==> config.mk <==
export PLATFORM = sky130hd
export DESIGN_NAME = tetris_input_ctrl
export DESIGN_NICKNAME = d
export VERILOG_FILES = /design/src/rtl/tetris_input_ctrl.sv
export SDC_FILE = /design/constraint.sdc
export NUM_CORES = 1
export LEC_CHECK = 0
export BUFFER_PORTS_ARGS = -buffer_cell sky130_fd_sc_hd__clkbuf_2
export CAP_MARGIN = 15
export CORE_MARGIN = 8
export CORE_UTILIZATION = 30
export DETAILED_ROUTE_END_ITERATION = 16
export SYNTH_ARGS = -nofsm -noshare
export SYNTH_HDL_FRONTEND = slang
export SYNTH_SLANG_ARGS = --single-unit
==> constraint.sdc <==
create_clock -name clk -period 5.3 [get_ports clk]
set_clock_uncertainty 0.1 [all_clocks]
set_input_delay 0 -clock clk [delete_from_list [all_inputs] [get_ports clk]]
set_output_delay 0 -clock clk [all_outputs]
set_load 0.05 [all_outputs]
==> src/rtl/tetris_input_ctrl.sv <==
// tetris_input_ctrl
// Player-input conditioner for the Tetris top level.
//  - Joystick X-axis ADC samples drive a CENTER/LEFT/RIGHT zone FSM with
//    hysteresis on the exits. Entering LEFT or RIGHT fires a one-cycle move
//    pulse. Holding the zone repeats the pulse after DAS_CYC cycles, then
//    every ARR_CYC cycles (delayed auto-shift plus auto-repeat).
//  - NUM_BTN active-low pushbuttons are synchronised and debounced into
//    clean levels, and a one-cycle pulse is produced on each press.
// Optional feature macro: TETRIS_INPUT_ADC_FILTER_EN
//   When defined, the zone compare uses the average of the last 4 valid
//   samples. The FSM stays in CENTER until 4 samples have arrived.
// Ports:
//   clk        in   system clock
//   reset_n    in   synchronous active-low reset
//   adc_value  in   [ADC_W]   joystick X sample, unsigned
//   adc_valid  in   adc_value qualifier
//   btn_n      in   [NUM_BTN] raw pushbuttons, low = pressed
//   move_left  out  one-cycle move-left pulse
//   move_right out  one-cycle move-right pulse
//   dir_state  out  [2]       00 CENTER, 01 LEFT, 10 RIGHT
//   btn_level  out  [NUM_BTN] debounced level, 1 = pressed
//   btn_press  out  [NUM_BTN] one-cycle pulse on each debounced press
module tetris_input_ctrl #(
  parameter int ADC_W        = 12,
  parameter int LEFT_TH      = 1200,
  parameter int RIGHT_TH     = 2100,
  parameter int HYST         = 64,
  parameter int NUM_BTN      = 2,
  parameter int DEBOUNCE_CYC = 500000,
  parameter int DAS_CYC      = 10000000,
  parameter int ARR_CYC      = 2500000
) (
  input  logic               clk,
  input  logic               reset_n,
  input  logic [ADC_W-1:0]   adc_value,
  input  logic               adc_valid,
  input  logic [NUM_BTN-1:0] btn_n,
  output logic               move_left,
  output logic               move_right,
  output logic [1:0]         dir_state,
  output logic [NUM_BTN-1:0] btn_level,
  output logic [NUM_BTN-1:0] btn_press
);

  if (DAS_CYC < 1 || ARR_CYC < 1) begin : g_bad_repeat
    $fatal(1, "tetris_input_ctrl: DAS_CYC and ARR_CYC must be >= 1");
  end
  if (DEBOUNCE_CYC < 1) begin : g_bad_debounce
    $fatal(1, "tetris_input_ctrl: DEBOUNCE_CYC must be >= 1");
  end
  if (LEFT_TH + HYST > RIGHT_TH - HYST) begin : g_bad_thresholds
    $fatal(1, "tetris_input_ctrl: hysteresis bands overlap");
  end

  typedef enum logic [1:0] {
    ZONE_CENTER = 2'b00,
    ZONE_LEFT   = 2'b01,
    ZONE_RIGHT  = 2'b10
  } zone_t;

  // Compare thresholds carry one extra bit so that enter/exit points near
  // the top of the ADC range cannot be truncated.
  localparam logic [ADC_W:0] L_ENTER = (ADC_W+1)'(LEFT_TH);
  localparam logic [ADC_W:0] L_EXIT  = (ADC_W+1)'(LEFT_TH + HYST);
  localparam logic [ADC_W:0] R_ENTER = (ADC_W+1)'(RIGHT_TH);
  localparam logic [ADC_W:0] R_EXIT  = (ADC_W+1)'(RIGHT_TH - HYST);

  localparam int RPT_MAX = (DAS_CYC > ARR_CYC) ? DAS_CYC : ARR_CYC;
  localparam int RPT_W   = $clog2(RPT_MAX + 1);
  localparam logic [RPT_W-1:0] DAS_LAST = RPT_W'(DAS_CYC - 1);
  localparam logic [RPT_W-1:0] ARR_LAST = RPT_W'(ARR_CYC - 1);

  localparam int DB_W = $clog2(DEBOUNCE_CYC + 1);
  localparam logic [DB_W-1:0] DB_LAST = DB_W'(DEBOUNCE_CYC);

  zone_t            zone, zone_next;
  logic [RPT_W-1:0] rpt_cnt, rpt_cnt_next;
  logic             das_done, das_done_next;
  logic             left_next, right_next;
  logic [RPT_W-1:0] rpt_last;
  logic [ADC_W-1:0] sample;
  logic [ADC_W:0]   sample_x;
  logic             eval;

`ifdef TETRIS_INPUT_ADC_FILTER_EN
  // The three previous valid samples plus the current one are averaged.
  // Decisions wait until the history holds real samples, so the first
  // decision is made in the same cycle the 4th sample is presented.
  logic [ADC_W-1:0] hist [3];
  logic [1:0]       fill;
  logic [ADC_W+1:0] sum;

  always_comb begin
    sum = {2'b00, hist[0]} + {2'b00, hist[1]} + {2'b00, hist[2]} + {2'b00, adc_value};
  end

  assign sample = sum[ADC_W+1:2];
  assign eval   = adc_valid && (fill == 2'd3);

  always_ff @(posedge clk) begin
    if (!reset_n) begin
      hist[0] <= '0;
      hist[1] <= '0;
      hist[2] <= '0;
      fill    <= 2'd0;
    end else if (adc_valid) begin
      hist[2] <= hist[1];
      hist[1] <= hist[0];
      hist[0] <= adc_value;
      if (fill != 2'd3) begin
        fill <= fill + 2'd1;
      end
    end
  end
`else
  assign sample = adc_value;
  assign eval   = adc_valid;
`endif

  assign sample_x = {1'b0, sample};

  // Zone decision plus repeat timing. The repeat counter restarts on every
  // zone change. It counts up to the current limit (DAS first, then ARR)
  // and reloads on each repeat pulse, so it can never wrap.
  always_comb begin
    zone_next     = zone;
    rpt_cnt_next  = rpt_cnt;
    das_done_next = das_done;
    left_next     = 1'b0;
    right_next    = 1'b0;
    rpt_last      = das_done ? ARR_LAST : DAS_LAST;

    if (eval) begin
      unique case (zone)
        ZONE_CENTER: begin
          if (sample_x < L_ENTER)      zone_next = ZONE_LEFT;
          else if (sample_x > R_ENTER) zone_next = ZONE_RIGHT;
        end
        ZONE_LEFT: begin
          if (sample_x > R_ENTER)       zone_next = ZONE_RIGHT;
          else if (sample_x >= L_EXIT)  zone_next = ZONE_CENTER;
        end
        ZONE_RIGHT: begin
          if (sample_x < L_ENTER)       zone_next = ZONE_LEFT;
          else if (sample_x <= R_EXIT)  zone_next = ZONE_CENTER;
        end
        default: zone_next = ZONE_CENTER;
      endcase
    end

    if (zone_next != zone) begin
      rpt_cnt_next  = '0;
      das_done_next = 1'b0;
      left_next     = (zone_next == ZONE_LEFT);
      right_next    = (zone_next == ZONE_RIGHT);
    end else if (zone != ZONE_CENTER) begin
      if (rpt_cnt == rpt_last) begin
        rpt_cnt_next  = '0;
        das_done_next = 1'b1;
        left_next     = (zone == ZONE_LEFT);
        right_next    = (zone == ZONE_RIGHT);
      end else begin
        rpt_cnt_next = rpt_cnt + 1'b1;
      end
    end
  end

  always_ff @(posedge clk) begin
    if (!reset_n) begin
      zone       <= ZONE_CENTER;
      rpt_cnt    <= '0;
      das_done   <= 1'b0;
      move_left  <= 1'b0;
      move_right <= 1'b0;
    end else begin
      zone       <= zone_next;
      rpt_cnt    <= rpt_cnt_next;
      das_done   <= das_done_next;
      move_left  <= left_next;
      move_right <= right_next;
    end
  end

  assign dir_state = zone;

  // Button conditioning. A level change is accepted only after the
  // synchronised input has differed from the level on DEBOUNCE_CYC
  // consecutive counted edges. Any return to agreement restarts the count.
  logic [NUM_BTN-1:0] sync1, sync2;
  logic [DB_W-1:0]    db_cnt [NUM_BTN];

  always_ff @(posedge clk) begin
    if (!reset_n) begin
      sync1     <= '0;
      sync2     <= '0;
      btn_level <= '0;
      btn_press <= '0;
      for (int i = 0; i < NUM_BTN; i++) begin
        db_cnt[i] <= '0;
      end
    end else begin
      sync1 <= ~btn_n;
      sync2 <= sync1;
      for (int i = 0; i < NUM_BTN; i++) begin
        btn_press[i] <= 1'b0;
        if (sync2[i] == btn_level[i]) begin
          db_cnt[i] <= '0;
        end else if (db_cnt[i] == DB_LAST) begin
          db_cnt[i]    <= '0;
          btn_level[i] <= ~btn_level[i];
          btn_press[i] <= ~btn_level[i];
        end else begin
          db_cnt[i] <= db_cnt[i] + 1'b1;
        end
      end
    end
  end

endmodule
==> results.py <==
metrics = {
    "global_route": {
        "grt-ovfl-total": 0,
        "grt_usage": 0.0965,
        "first_global_vias": 3075,
        "grt_max_degree": 26,
        "grt_pass1_wl_um": 14100,
        "antenna_found_initial": 0,
    },
    "worst_hold_path": {
        "hold-path-cell-count": 4,
        "hp-class": "in2reg",
    },
    "synth": {
        "yosys.cell_types.count": 57,
        "syn_avg_cell_area_sq_um": 9.71,
        "yosysMostFrequentCell": "nor2_1",
        "yosysTopAreaCell": "edfxtp_1",
        "synth_edf_count": 38,
        "synth_ff_type": "edfxtp_1",
        "syn-instance-count": 422,
        "yosys_warnings": 0,
        "ys_top_cells_by_area": "edfxtp_1 28%, dfxtp_1 18%, xor2_1 6.2%",
        "seq_area_frac_synth": 0.459,
        "synthArstFlopShare": 0,
        "ys_ff_latch": 75,
        "synthDominantCellAreaShare": 0.278,
        "synthesis.area_sq_um": 4100,
        "synth_commonest_cells": "52 x nor2_1, 38 x edfxtp_1, 37 x dfxtp_1, 32 x nand2_1, 29 x xor2_1",
    },
    "finish": {
        "fin_util": 0.362,
        "fin_area_sq_um": 4810,
        "antenna_cells": 0,
        "drive_gt1_frac": 0.124,
        "final_nets": 507,
        "layout.cells.non_filler": 666,
        "area_growth_pct": 17.3,
    },
    "floorplan": {
        "die_y_um": 133,
        "design.die.area_sq_um": 17700,
        "rows": 42,
        "pin_count": 25,
        "die_x_um": 133,
        "initial_core_util": 0.308,
        "core_sq_um": 13300,
    },
    "sta": {
        "finalHoldViolCount": 0,
        "min_period_ps": 2460,
        "maxSlewViolCount": 0,
        "layout_setup_ws_ps": 2840,
        "tns_ps": 0,
        "period_share": 0.464,
        "rsz0062_at_grt": "false",
        "holdWs_ps": 32.6,
        "worst_slew_pin_slew_ps": 1050,
        "relSlewSlack": 0.301,
        "setup_viol": 0,
        "fmax_mhz": 406,
    },
    "clock_tree": {
        "tritoncts": "done",
        "cts-htree-levels": 3,
        "postCtsSetupBuffers": 0,
        "clkSlewWorstSetupHoldPaths_ps": 60,
        "cts-root-buf": "clkbuf_16",
        "clk_latency_ps": 340,
        "cts.sinks": 75,
        "cts_made_buffers": 9,
        "clk_path_buf_depth": 2,
    },
    "drt": {
        "drc": 0,
        "drt_iter0_markers": 160,
        "wl_um": 8100,
        "vias": 3136,
        "ant_nets": 0,
        "wl_per_cell_um": 12.2,
        "firstDrtPassIters": 4,
        "viasPerCell": 4.71,
    },
    "placed_design": {
        "dp_hpwl_um": 5790,
        "numPortBuffers": 24,
        "gp_congestion": 0.822,
        "dp_cells": 647,
        "placed_cell_area_sq_um": 4500,
        "place_ws_ps": 2840,
    },
    "critical_path": {
        "cp_max_fo": 25,
        "slowest_delay_ps": 920,
        "crit_type": "reg2reg",
        "crit_chain": "and3b_1 -> nand4b_1 -> o2111ai_1 -> or4_1 -> o21ba_2",
        "cp-end-kind": "flop",
        "cp-start-kind": "flop",
        "reg2reg_depth": 5,
        "worst-path-buf-inv": 0,
        "cp.depth": 5,
        "slowest_stage": "or4_1",
        "worstPathRequired_ps": 5480,
        "cp_top_family": "simple AND/OR/NAND/NOR gates",
        "worstPathArrival_ps": 2640,
    },
    "flow_run": {
        "cap_violations": 0,
    },
    "power": {
        "total_power_mw": 1.29,
        "p_leak_nw": 1.68,
        "ir_worst_vdd_uv": 200,
        "powerDensity_nw_per_um2": 269,
    },
    "run_status": {
        "status": "finished, final reports clean",
    },
}
cell families after synthesis:
group,count (synthesis),share of synthesized area
AOI/OAI and AO/OA,29,0.0531
xor gates and xnor gates,56,0.120
adders and majority gates,5,0.0153
buffers and inverters,29,0.0357
DFF,75,0.459
muxes,3,0.00763
other,1,0.000915
and+or+nand+nor,224,0.309
sequential cells by signal (all words and copies together) (netlist names):
register and count:
db_cnt 38, dir_state 2, btn_level 2, rpt_cnt 24, das_done 1, sync2 2, sync1 2, move_right 1
move_left 1, btn_press 2
worst reg2reg max path, cell delays in order (launching register included):
cell,delay [ps]
dfxtp_1,450
and3b_1,250
nand4b_1,90
o2111ai_1,180
or4_1,920
o21ba_2,420
routing by layer:
layer | vias up | part of all wire | GRT usage
li1 | 1603 | - | -
met1 | 1478 | 0.47 | 0.115
met2 | 49 | 0.48 | 0.154
met3 | 6 | 0.044 | 0.0363
met4 | 0 | 0.013 | 0.0385
met5 | - | 0 | 0
layout make-up:
class,count,area (sq um)
multi-input combinational,355,2210
clock inverter,7,52.6
clock buffer,9,225
fill,1320,8490
inverter,16,60.1
timing repair buffer,28,158
sequential,75,1880
tap,176,220
what timing repair did:
| action | in CTS | in global routing |
|---|---|---|
| resized for setup | 0 | 0 |
| hold buffers | 3 | 0 |
| hold endpoints to repair | 4 | 0 |
cells in the final DEF, fill, tap and decap left out, types with 7 or more instances in the layout:
cell type and count:
nor2_1 52, edfxtp_1 38, conb_1 38, dfxtp_1 37, nand2_1 32, xor2_1 29, xnor2_1 27, nand3_1 24
clkbuf_2 24, inv_1 15, nand4_1 15, nor3_1 14, and3_1 11, nor3_2 11, nor2b_1 10, a21oi_1 9
clkbuf_16 9, and2_1 7, nor4b_1 7, and4_1 7
path summary, 6_finish.rpt:
path	start	to	slack, ps
setup / recovery	dir_state[1]$_SDFF_PN0_	das_done$_SDFFE_PP0P_	2840
hold / removal	adc_value[1]	dir_state[1]$_SDFF_PN0_	30
setup reg to reg	dir_state[1]$_SDFF_PN0_	das_done$_SDFFE_PP0P_	2840
hold reg to reg	sync1[1]$_SDFF_PN0_	sync2[1]$_SDFF_PN0_	340
report_power, final:
part           internal, mW  leakage, nW  switching (mW)  total (mW)
Combinational        0.0286        0.865          0.0467      0.0753
Sequential            0.626        0.691          0.0187       0.644
Clock                 0.319        0.124           0.252       0.571
No activity file was read; power rests on OpenSTA's default activity.
